$ cat src/rtl/ctrl_preempcao_if.sv
// Handshake bundle between the OS/pipeline side and the preemption controller.
interface ctrl_preempcao_if #(
  parameter int unsigned LARG_Q = 16
);
  logic              quantum_wr;
  logic [LARG_Q-1:0] quantum_in;
  logic              inicia_proc;
  logic              instr_valid;
  logic [31:0]       prox_pc;
  logic              halt_proc;
  logic              swap_SO;
  logic [31:0]       endRetRS;
  logic              em_usuario;
  logic [1:0]        motivo;
  logic [LARG_Q-1:0] restante;

  // OS/pipeline side: drives requests, observes controller status.
  modport master (
    output quantum_wr, quantum_in, inicia_proc, instr_valid, prox_pc, halt_proc,
    input  swap_SO, endRetRS, em_usuario, motivo, restante
  );

  // Controller side.
  modport slave (
    input  quantum_wr, quantum_in, inicia_proc, instr_valid, prox_pc, halt_proc,
    output swap_SO, endRetRS, em_usuario, motivo, restante
  );
endinterface

$ cat src/rtl/ctrl_preempcao.sv
// Preemption controller: counts retired user instructions against a quantum and
// requests an OS swap on expiry or on a halt/syscall, capturing the return PC.
module ctrl_preempcao #(
  parameter int unsigned LARG_Q         = 16,
  parameter int unsigned QUANTUM_PADRAO = 100
) (
  input logic               clk,
  input logic               rst,
  ctrl_preempcao_if.slave   bus
);

  typedef enum logic [1:0] {StOcioso, StUsuario, StTroca} estado_e;

  localparam logic [1:0] MotivoNenhum  = 2'd0;
  localparam logic [1:0] MotivoQuantum = 2'd1;
  localparam logic [1:0] MotivoHalt    = 2'd2;

  estado_e           estado_q;
  logic [LARG_Q-1:0] quantum_q;
  logic [LARG_Q-1:0] restante_q;
  logic [31:0]       end_ret_q;
  logic [1:0]        motivo_q;

  logic quantum_ativo;
  logic restante_zero;
  logic ultimo;

  assign quantum_ativo = (quantum_q != '0);
  assign restante_zero = (restante_q == '0);
  assign ultimo        = (restante_q == LARG_Q'(1));

  // State machine and all controller registers; quantum writes are honoured in every state.
  always_ff @(posedge clk) begin
    if (rst) begin
      estado_q   <= StOcioso;
      quantum_q  <= LARG_Q'(QUANTUM_PADRAO);
      restante_q <= '0;
      end_ret_q  <= '0;
      motivo_q   <= MotivoNenhum;
    end else begin
      if (bus.quantum_wr) begin
        quantum_q <= bus.quantum_in;
      end
      unique case (estado_q)
        StOcioso: begin
          if (bus.inicia_proc) begin
            estado_q   <= StUsuario;
            restante_q <= quantum_q;
            motivo_q   <= MotivoNenhum;
          end
        end
        StUsuario: begin
          if (bus.instr_valid) begin
            // The halting instruction still retires, so it consumes quantum too;
            // the guard on zero keeps restante from wrapping.
            if (quantum_ativo && !restante_zero) begin
              restante_q <= restante_q - LARG_Q'(1);
            end
            if (bus.halt_proc) begin
              estado_q  <= StTroca;
              end_ret_q <= bus.prox_pc;
              motivo_q  <= MotivoHalt;
            end else if (quantum_ativo && ultimo) begin
              estado_q  <= StTroca;
              end_ret_q <= bus.prox_pc;
              motivo_q  <= MotivoQuantum;
            end
          end
        end
        StTroca: begin
          estado_q <= StOcioso;
        end
        default: begin
          estado_q <= StOcioso;
        end
      endcase
    end
  end

  // Outputs decoded from registered state only.
  always_comb begin
    bus.swap_SO    = (estado_q == StTroca);
    bus.em_usuario = (estado_q == StUsuario);
    bus.endRetRS   = end_ret_q;
    bus.motivo     = motivo_q;
    bus.restante   = restante_q;
  end

endmodule

$ cat src/flat_wrapper.sv
// flat-port wrapper written by rule: the top's interface ports become plain ports
module ctrl_preempcao_flat 
#(
  parameter int unsigned LARG_Q         = 16,
  parameter int unsigned QUANTUM_PADRAO = 100
)
  (clk, rst, bus_quantum_wr, bus_quantum_in, bus_inicia_proc, bus_instr_valid, bus_prox_pc, bus_halt_proc, bus_swap_SO, bus_endRetRS, bus_em_usuario, bus_motivo, bus_restante);
  ctrl_preempcao_if #(.LARG_Q(LARG_Q)) bus_i ();
  input logic clk;
  input logic rst;
  input wire logic [$bits(bus_i.quantum_wr)-1:0] bus_quantum_wr;
  input wire logic [$bits(bus_i.quantum_in)-1:0] bus_quantum_in;
  input wire logic [$bits(bus_i.inicia_proc)-1:0] bus_inicia_proc;
  input wire logic [$bits(bus_i.instr_valid)-1:0] bus_instr_valid;
  input wire logic [$bits(bus_i.prox_pc)-1:0] bus_prox_pc;
  input wire logic [$bits(bus_i.halt_proc)-1:0] bus_halt_proc;
  output wire logic [$bits(bus_i.swap_SO)-1:0] bus_swap_SO;
  output wire logic [$bits(bus_i.endRetRS)-1:0] bus_endRetRS;
  output wire logic [$bits(bus_i.em_usuario)-1:0] bus_em_usuario;
  output wire logic [$bits(bus_i.motivo)-1:0] bus_motivo;
  output wire logic [$bits(bus_i.restante)-1:0] bus_restante;
  assign bus_i.quantum_wr = bus_quantum_wr;
  assign bus_i.quantum_in = bus_quantum_in;
  assign bus_i.inicia_proc = bus_inicia_proc;
  assign bus_i.instr_valid = bus_instr_valid;
  assign bus_i.prox_pc = bus_prox_pc;
  assign bus_i.halt_proc = bus_halt_proc;
  assign bus_swap_SO = bus_i.swap_SO;
  assign bus_endRetRS = bus_i.endRetRS;
  assign bus_em_usuario = bus_i.em_usuario;
  assign bus_motivo = bus_i.motivo;
  assign bus_restante = bus_i.restante;
  ctrl_preempcao #(.LARG_Q(LARG_Q), .QUANTUM_PADRAO(QUANTUM_PADRAO)) u_core (.clk(clk), .rst(rst), .bus(bus_i));
endmodule
$ cat config.mk
export PLATFORM = sky130hd
export DESIGN_NAME = ctrl_preempcao_flat
export DESIGN_NICKNAME = d
export VERILOG_FILES = /design/src/rtl/ctrl_preempcao_if.sv /design/src/rtl/ctrl_preempcao.sv /design/src/flat_wrapper.sv
export SDC_FILE = /design/constraint.sdc
export NUM_CORES = 1
export LEC_CHECK = 0
export BUFFER_PORTS_ARGS = -buffer_cell sky130_fd_sc_hd__buf_2
export CORE_MARGIN = 4
export CORE_UTILIZATION = 40
export CTS_BUF_LIST = sky130_fd_sc_hd__clkbuf_8 sky130_fd_sc_hd__clkbuf_16
export DETAILED_ROUTE_END_ITERATION = 12
export GPL_TIMING_DRIVEN = 0
export PLACE_DENSITY = 0.65
export SLEW_MARGIN = 20
export SYNTH_ARGS = -nofsm -noshare
export SYNTH_HDL_FRONTEND = slang
export SYNTH_SLANG_ARGS = --single-unit
export TNS_END_PERCENT = 5
$ cat constraint.sdc
create_clock -name clk -period 3.5 [get_ports clk]
set_input_delay 0 -clock clk [delete_from_list [all_inputs] [get_ports clk]]
set_output_delay 0 -clock clk [all_outputs]
set_load 0.02 [all_outputs]
==> results of run 1 <==
==> metal layers <==
metal,GRT usage [%],vias up,part of all wire [%]
met2,32.33,154,45
li1,-,1709,-
met5,0,-,0
met3,5.259,27,8.4
met4,7.878,0,2.3
met1,28.29,1689,44
==> final cells by class <==
type	instances	area (µm²)
Buffer	40	201.4
Clock buffer	10	137.6
Clock inverter	6	48.80
Fill cell	787	3756
Inverter	5	18.77
Multi-Input combinational cell	271	1764
Sequential cell	68	1361
Tap cell	105	131.4
Timing Repair Buffer	127	755.7
==> per-stage QoR <==
| stage | std cells | cell area (µm²) | hold WS, ns | utilization (%) | setup WS (ns) |
|---|---|---|---|---|---|
| after floorplan | 384 | 3346 | 0.1073 | - | 1.395 |
| after global placement | 592 | 3993 | 0.2164 | 48.84 | 1.206 |
| after detailed placement | 592 | 3993 | 0.2223 | 48.84 | 1.188 |
| after CTS | 632 | 4419 | 0.001070 | 54.06 | 1.101 |
| after global routing | 632 | 4419 | 0.01040 | 54.06 | 0.9435 |
| final | 632 | 4419 | 0.003638 | 54.06 | 1.084 |
==> Yosys cell counts (2+ instances only) <==
master     instances  area, µm²
a211oi_1           3      22.52
a21oi_1           55      275.3
a22oi_1            4      30.03
a31oi_1            2      12.51
a32oi_1            3      26.28
a41o_1            32      320.3
buf_2              5      25.02
buf_4              2      15.01
buf_6              5      56.30
clkbuf_1          28      105.1
dfxtp_1           68       1361
ha_1               2      25.02
inv_1              4      15.01
mux2i_1           17      170.2
nand2_1           51      191.4
nand2b_1           2      12.51
nand3_1            4      20.02
nand4_1            4      25.02
nor2_1            22      82.58
nor2b_1            2      12.51
nor3_1             4      20.02
nor4_1             6      37.54
nor4_4             3      63.81
o2111ai_1          4      35.03
o21ai_0           13      65.06
o31ai_1            4      30.03
o41ai_1            2      17.52
or2_2              2      12.51
or3_1              3      18.77
or3b_2             2      17.52
or4_1              3      22.52
xor2_1             3      26.28
==> worst max-delay path: stages, from the launching register on <==
cell and delay, ns:
dfxtp_1 0.40, or4_4 0.62, nor4_4 0.35, nand3_1 0.17, nand2b_1 0.12, a31oi_1 0.08
dlygate4sd3_1 0.57
==> layout by cell type (no fill, tap or decap), types with 5 or more instances in the layout <==
cell           instances
a21oi_1               55
a41o_1                32
buf_2                108
buf_6                  5
clkbuf_1              28
clkbuf_8              10
dfxtp_1               68
dlygate4sd3_1         24
mux2i_1               17
nand2_1               51
nor2_1                22
nor4_1                 6
o21ai_0               13
==> logic make-up (layout without fill, tap and decap cells) <==
kind of cell	Yosys count	in the layout	synth area share [%]
muxes	18	18	5.422
DFF	68	68	40.69
AOI/OAI and AO/OA	131	131	27.30
adders and majority gates	2	2	0.7478
xor gates and xnor gates	4	4	1.047
buffers and inverters	45	188	6.581
and+or+nand+nor	116	116	18.21
==> path summary, 6_finish.rpt <==
path / cells after the start / start / end / slack (ns)
worst max register to register: 6 / u_core.bus.restante[4] / u_core.estado_q[0] / 1.08
worst min-delay path: 4 / bus_prox_pc[6] / u_core.bus.endRetRS[6] / 0.004
worst max-delay path: 6 / u_core.bus.restante[4] / u_core.estado_q[0] / 1.08
worst min register to register: 2 / u_core.bus.motivo[0] / u_core.bus.motivo[0] / 0.47
==> registers in the layout, summed over array words and instances (netlist names) <==
name                 count
u_core.bus.restante     16
u_core.bus.motivo        2
u_core.quantum_q        16
u_core.bus.endRetRS     32
u_core.estado_q          2
==> power by group <==
group,internal (mW),total [mW],leakage [nW],switching [mW]
Clock,0.281,0.607,0.0851,0.327
Sequential,0.817,0.867,0.556,0.0502
Combinational,0.183,0.451,1.55,0.268
==> flow_summary.ini, run 1 <==
[timing]
finalSetupViolations = 0
min_period_over_period_pct = 69.03
skew_ns = 0.009554
worst_slew_pin_slew_ns = 0.7400
fmax_mhz = 413.9
maxSlewViolCount = 0
rsz0062_at_grt = false
relSlewSlack_pct = 50.56
hold_viol = 0
finalWorstPathRequiredPeriod_ns = 2.416
fin_tns_setup_ns = 0

[worst_setup_path]
worstPathArrival_ns = 2.65
start_kind = flip-flop
crit_type = reg -> reg
cp_max_fo = 8
critPathCaptureType = flip-flop
cp.required_ns = 3.73

[synthesis]
syn_avg_cell_area_um2 = 8.713
synth_cell_type_count = 52
synthArstFlopShare_pct = 0
synth-seq-area-share_pct = 40.69
ys_warn_count = 0
ys_seq_elements = 68
synth_edf_count = 0
syn_inst = 384
syn-num-nets = 440
synth_ff_type = dfxtp_1
syn-cell-area_um2 = 3346

[floorplan]
io_pins = 106
core_area_um2 = 8175
dieArea_um2 = 9891
rows = 33
die_y_um = 99.46
initial_core_util_pct = 40.92
die_w_um = 99.46

[clocking]
cts_resized = 0
numCtsBuffers = 9
clk_pin_slew_worst_paths_ns = 0.08
clk_latency_ns = 0.35
cts_tree = done
ctsLongestPathBuffers = 2
clock-root-buffer = clkbuf_8
cts_setup_buffers = 0
ctsHtreeMaxLevel = 3
cts.sinks = 68
cts_hold_buf = 24

[global_route]
grt_max_degree = 14
grt_antenna_before_repair = 0
grt_use_total_pct = 20.95
overflow = 0
grt_pass1_wl_um = 16880
grt_pass1_vias = 3439

[layout]
area_growth_pct = 32.09
fin_nets = 578
diodes = 0
final_layout_size_suffix_gt1_share_pct = 27.32

[detailed_routing]
drt_iter0_drc = 262
drt_wl_total_um = 10510
wire_per_inst_um = 16.62
drc_errors = 0
vias_per_cell = 5.663
via_count = 3579
firstDrtPassIters = 5
antenna_left = 0

[status]
outcome = completed

[pwr]
ir_worst_vdd_uv = 232.2
p_per_area_nw_per_um2 = 435.7
p_total_mw = 1.925
p_leak_nw = 2.190

[hold_path]
hold_class = in -> reg

[placement]
io_buffers = 103
place_congestion = 0.8664
hpwl_um = 7374

[job]
maxCapViolCount = 0
Note: power is estimated with default switching activity, not from simulation.
==> run 2, diff against run 1 <==
==> constraint.sdc (replaced) <==
create_clock -name clk -period 2.4 [get_ports clk]
set_input_delay 0 -clock clk [delete_from_list [all_inputs] [get_ports clk]]
set_output_delay 0 -clock clk [all_outputs]
set_load 0.02 [all_outputs]
==> run 2 against run 1 <==
  * Sequential power up 45%
  * Worst setup slack worse by 0.97 ns
  * Clock skew up 0.0011 ns
  * Via count up 0.78%
  * Register-to-register slack worse by 0.97 ns
  * Cell area up 0.23%
  * Power up 46%
  * Utilization up 0.12 points
  * Critical path type unchanged
  * Largest cell class unchanged
  * Largest power group unchanged
  * Highest routed layer unchanged
==> flow_summary.ini, run 2 (synthesis gave the netlist of run 1 again) <==
[worst_setup_path]
critPathCaptureType = flip-flop
start_kind = flip-flop
cp.required_ns = 2.64
cp_max_fo = 10
crit_type = reg -> reg
worstPathArrival_ns = 2.52

[pwr]
seq_power_share_pct = 44.9
p_per_area_nw_per_um2 = 635.6
p_total_mw = 2.815
ir_worst_vdd_uv = 337.2
pwr-share-clk_pct = 31.5
p_leak_nw = 2.199
comb_power_share_pct = 23.6
internal_power_mw = 1.870
p_sw_mw = 0.9458
switching_share_pct = 33.59

[layout]
largest_reg_flops = 32
final_layout_size_suffix_gt1_share_pct = 28.08
fillerInstances = 789
multi_input_area_um2 = 1770
register_area_um2 = 1361
diodes = 0
layout_commonest_cell = buf_2
area_growth_pct = 32.39
finalInstanceArea_um2 = 4429
final_cell_mix = buf_2, dfxtp_1, a21oi_1
fin_nets = 578

[floorplan]
io_pins = 106
dieArea_um2 = 9891
core_area_um2 = 8175
die_y_um = 99.46
die_w_um = 99.46
rows = 33
initial_core_util_pct = 40.92

[clocking]
clock-root-buffer = clkbuf_8
clk_latency_ns = 0.34
numCtsBuffers = 9
cts.sinks = 68
clk_pin_slew_worst_paths_ns = 0.08
cts_tree = done
cts_setup_buffers = 0
ctsLongestPathBuffers = 2
ctsHtreeMaxLevel = 3

[timing]
hold_ws_ns = 0.0009132
maxSlewViolCount = 0
relSlewSlack_pct = 50.08
fmax_mhz = 437.5
finalSetupViolations = 0
min_period_over_period_pct = 95.24
hold_viol = 0
worst_slew_pin_slew_ns = 0.7472
finalWorstPathRequiredPeriod_ns = 2.286
skew_ns = 0.01062

[placement]
io_buffers = 103
hpwl_um = 7374
place_congestion = 0.8664
dpl-instance-area_um2 = 3993

[global_route]
overflow = 0
grt_max_degree = 14
grt_antenna_before_repair = 0
grt_use_total_pct = 20.90
grt_pass1_vias = 3446
grt_pass1_wl_um = 16850

[detailed_routing]
firstDrtPassIters = 6
vias_per_cell = 5.707
via_count = 3607
drt_iter0_drc = 280
drc_errors = 0
wire_per_inst_um = 16.62
antenna_left = 0
drt_wl_total_um = 10500

[status]
outcome = completed

[job]
maxCapViolCount = 0

[hold_path]
hold_class = in -> reg
## run 2: cell counts in the layout (fill, tap and decap cells not counted)
Identical to the previous run, type by type.
## run 2: timing repair
item / in CTS / in global routing
hold buffers: 24 / 0
setup endpoints to repair: 0 / 18
resized for setup: 0 / 7
endpoints found under the hold margin: 23 / 0
## run 2: area by class of cell
class                      count  share of cell area (%)
clock inverter                 6                   1.102
buffer                        40                   4.633
inverter                       5                  0.4237
clock buffer                  10                   3.107
timing repair buffer         127                   17.06
tap                          105                   2.966
sequential                    68                   30.73
multi-input combinational    271                   39.97
## run 2: worst max-delay path, stage by stage, from the launching register on
cell and delay (ns):
dfxtp_1 0.40, or4_4 0.63, nor4_4 0.36, nand4_1 0.19, buf_4 0.22, buf_6 0.15, a41o_1 0.24
## run 2: stage by stage
step / TNS [ns] / setup WS, ns / utilization (%) / instances
2_1_floorplan: 0 / 0.2954 / - / 384
3_3_place_gp: 0 / 0.1055 / 48.84 / 592
3_5_place_dp: 0 / 0.08821 / 48.84 / 592
4_1_cts: 0 / 0.08082 / 54.06 / 632
5_1_grt: -0.1377 / -0.02085 / 54.18 / 632
6_report: 0 / 0.1142 / 54.18 / 632
## run 2: per-layer routing
layer  wire length (µm)  vias up  track usage, %
li1                   -     1713               -
met1               4636     1722           28.11
met2               4732      147           32.18
met3                896       25           5.330
met4                236        0           8.193
met5                  0        -               0
## run 2: power by group through the flow
| stage | Clock (mW) | Sequential, mW | Combinational (mW) |
|---|---|---|---|
| after floorplan | 0 | 1.32 | 0.381 |
| after global placement | 0 | 1.29 | 0.612 |
| after detailed placement | 0 | 1.29 | 0.616 |
| after CTS | 0.900 | 1.26 | 0.650 |
| after global routing | 0.951 | 1.27 | 0.719 |
| final | 0.888 | 1.26 | 0.663 |
## run 2: final timing paths
check                                             from                 endpoint  depth (start not counted)  slack (ns)
worst max-delay path            u_core.bus.restante[4]  u_core.bus.endRetRS[26]                          6        0.11
worst min-delay path                    bus_prox_pc[2]   u_core.bus.endRetRS[2]                          4      0.0009
worst min register to register    u_core.bus.motivo[0]     u_core.bus.motivo[0]                          2        0.47
worst max register to register  u_core.bus.restante[4]  u_core.bus.endRetRS[26]                          6        0.11
==> run 3, diff against run 2 <==
--- a/config.mk
+++ b/config.mk
@@ -5,13 +5,14 @@
 export SDC_FILE = /design/constraint.sdc
 export NUM_CORES = 1
 export LEC_CHECK = 0
+export ABC_AREA = 1
 export BUFFER_PORTS_ARGS = -buffer_cell sky130_fd_sc_hd__buf_2
 export CORE_MARGIN = 4
 export CORE_UTILIZATION = 40
 export CTS_BUF_LIST = sky130_fd_sc_hd__clkbuf_8 sky130_fd_sc_hd__clkbuf_16
 export DETAILED_ROUTE_END_ITERATION = 12
 export GPL_TIMING_DRIVEN = 0
-export PLACE_DENSITY = 0.65
+export PLACE_DENSITY = 0.68
 export SLEW_MARGIN = 20
 export SYNTH_ARGS = -nofsm -noshare
 export SYNTH_HDL_FRONTEND = slang
==> constraint.sdc (replaced) <==
create_clock -name clk -period 2.1 [get_ports clk]
set_input_delay 0 -clock clk [delete_from_list [all_inputs] [get_ports clk]]
set_output_delay 0 -clock clk [all_outputs]
set_load 0.02 [all_outputs]
==> run 3 against run 2 <==
  * Utilization is 4.8 points higher
  * Critical path depth is 6 higher
  * Die area is 4.6% lower
  * Sequential share of layout area is 0.86 points lower
  * Non-clock buffer count is 12 higher
  * Highest routed layer unchanged
==> flow_summary.ini, run 3 <==
[status]
outcome = completed

[placement]
place_congestion = 0.7956
dp.cells = 669
io_buffers = 104
dpl-instance-area_um2 = 3827
hpwl_um = 6736
dp_slack_ns = 0.1811

[layout]
post-route-util_pct = 58.97
final_layout_size_suffix_gt1_share_pct = 24.41
area_growth_pct = 43.33
fin_nets = 686
final_cell_mix = buf_2, nand2_1, nor2_1
layout_commonest_cell = buf_2
finalInstanceArea_um2 = 4557
diodes = 0
largest_reg_flops = 32
fillerInstances = 716
stdcell_count = 737

[timing]
finalSetupViolations = 0
fmax_mhz = 529.4
worst_slew_pin_slew_ns = 0.5997
relSlewSlack_pct = 60.02
hold_ws_ns = 0.009348
min_period_over_period_pct = 89.95
hold_viol = 0
rsz0062_at_grt = false
finalWorstPathRequiredPeriod_ns = 1.889
skew_ns = 0.01186
worst_slack_ns = 0.2111
fin_tns_setup_ns = 0
maxSlewViolCount = 0

[clocking]
ctsLongestPathBuffers = 2
cts_tree = done
clk_pin_slew_worst_paths_ns = 0.08
clock-root-buffer = clkbuf_8
cts.sinks = 68
ctsHtreeMaxLevel = 3
cts_setup_buffers = 0
clk_latency_ns = 0.35
numCtsBuffers = 9

[floorplan]
core_area_um2 = 7727
io_pins = 106
rows = 32
die_y_um = 97.15
initial_core_util_pct = 41.14
dieArea_um2 = 9438
die_w_um = 97.15

[global_route]
grt_pass1_vias = 3564
overflow = 0
grt_pass1_wl_um = 16550
grt_max_degree = 15
grt_antenna_before_repair = 0
grt_use_total_pct = 21.05

[pwr]
ir_worst_vdd_uv = 563.2
p_leak_nw = 2.133
p_total_mw = 3.463
p_per_area_nw_per_um2 = 760.0

[worst_setup_path]
crit_type = reg -> reg
cp.required_ns = 2.36
ff2ff_path_depth = 12
r2r-end = u_core.bus.restante[14]
start_kind = flip-flop
worst-r2r-setup-slack_ns = 0.21
worstPathArrival_ns = 2.15
critPathCaptureType = flip-flop
cp_max_fo = 10
reg2reg_from = u_core.bus.restante[0]

[synthesis]
synth_most_common_cell = nand2_1
syn_inst = 463
synthArstFlopShare_pct = 0
synth_edf_count = 0
synth-seq-area-share_pct = 42.82
yosysTopAreaCell = dfxtp_1
synth_area_leaders = dfxtp_1, nand2_1, nand3_1
synthTopCellsByCount = nand2_1, nor2_1, dfxtp_1
syn-num-nets = 519
syn_avg_cell_area_um2 = 6.867
synth_ff_type = dfxtp_1
ys_seq_elements = 68
ys_warn_count = 0
syn-cell-area_um2 = 3179
synth_top_area_share_pct = 42.82
synth_cell_type_count = 28

[detailed_routing]
drc_errors = 0
vias_per_cell = 4.856
drt_iter0_drc = 162
firstDrtPassIters = 5
wire_per_inst_um = 13.39
via_count = 3579
drt_wl_total_um = 9871
antenna_left = 0

[hold_path]
holdPathEnd = u_core.estado_q[0]
hold_depth = 5
min_from = bus_inicia_proc
hold_class = in -> reg

[job]
maxCapViolCount = 0
[run 3: cell types whose count changed in the layout (fill, tap and decap cells not counted), moves of 6 or more]
cell and change:
mux2i_1 -17, nand2_1 +54, a41o_1 -32, a21oi_1 -7, clkbuf_1 -15, dlygate4sd3_1 +28
nor2_1 +50, inv_1 +27, o21ai_0 +15, nor4_1 -6, nand2_2 +6, nand3_1 +51
[run 3: timing repair]
item,4_1_cts,5_1_grt
resized for setup,0,1
setup endpoints to repair,0,5
endpoints found under the hold margin,50,0
hold buffers,52,0
[run 3: cell families (layout without fill, tap and decap cells)]
kind of cell / Yosys count / count (layout) / synth area share, %
AND/OR/NAND/NOR: 247 / 247 / 33.37
AO/OA/AOI/OAI: 86 / 86 / 14.36
flip-flops: 68 / 68 / 42.82
buffers and inverters: 58 / 230 / 8.107
adder cells (fa/ha/maj): 2 / 2 / 0.7870
XOR/XNOR: 2 / 2 / 0.5511
[run 3: final cells by class]
| type | count | area [µm²] | area share [%] |
|---|---|---|---|
| inverter | 35 | 131.4 | 2.883 |
| timing repair buffer | 156 | 1041 | 22.84 |
| tap | 102 | 127.6 | 2.801 |
| sequential | 68 | 1361 | 29.87 |
| multi-input combinational | 337 | 1565 | 34.35 |
| clock inverter | 7 | 80.08 | 1.757 |
| buffer | 23 | 126.4 | 2.773 |
| clock buffer | 9 | 123.9 | 2.718 |
[run 3: worst max-delay path by stage]
stage	start	to	cells after the start	slack (ns)
after global routing	u_core.bus.restante[0]	u_core.bus.restante[5]	12	0.006
after floorplan	u_core.bus.restante[0]	u_core.bus.restante[14]	12	0.35
after global placement	u_core.bus.restante[0]	u_core.bus.restante[10]	12	0.22
after CTS	u_core.bus.restante[0]	u_core.bus.restante[10]	12	0.17
final	u_core.bus.restante[0]	u_core.bus.restante[14]	12	0.21
after detailed placement	u_core.bus.restante[0]	u_core.bus.restante[10]	12	0.18
[run 3: critical path, stage by stage, from the launching register on]
cell	delay, ns
dfxtp_1	0.37
inv_1	0.13
ha_1	0.21
nand3_2	0.15
nor2_4	0.19
inv_2	0.06
o21ai_2	0.15
nand2_4	0.12
nand2_8	0.11
buf_8	0.15
nand2_1	0.06
nand2_1	0.05
nor2_1	0.05
[run 3: power by group]
group	internal (mW)	switching, mW	total (mW)	leakage [nW]
Sequential	1.37	0.0762	1.45	0.557
Clock	0.565	0.565	1.13	0.0973
Combinational	0.348	0.537	0.885	1.48
Total	2.29	1.18	3.46	2.13
[run 3: metal layers]
metal	global-route usage [%]	vias to the layer above	share of wire [%]
met5	0	-	0
met4	11.34	0	3.7
met3	3.661	32	4.7
met2	34.34	106	48
met1	26.35	1610	43
li1	-	1831	-
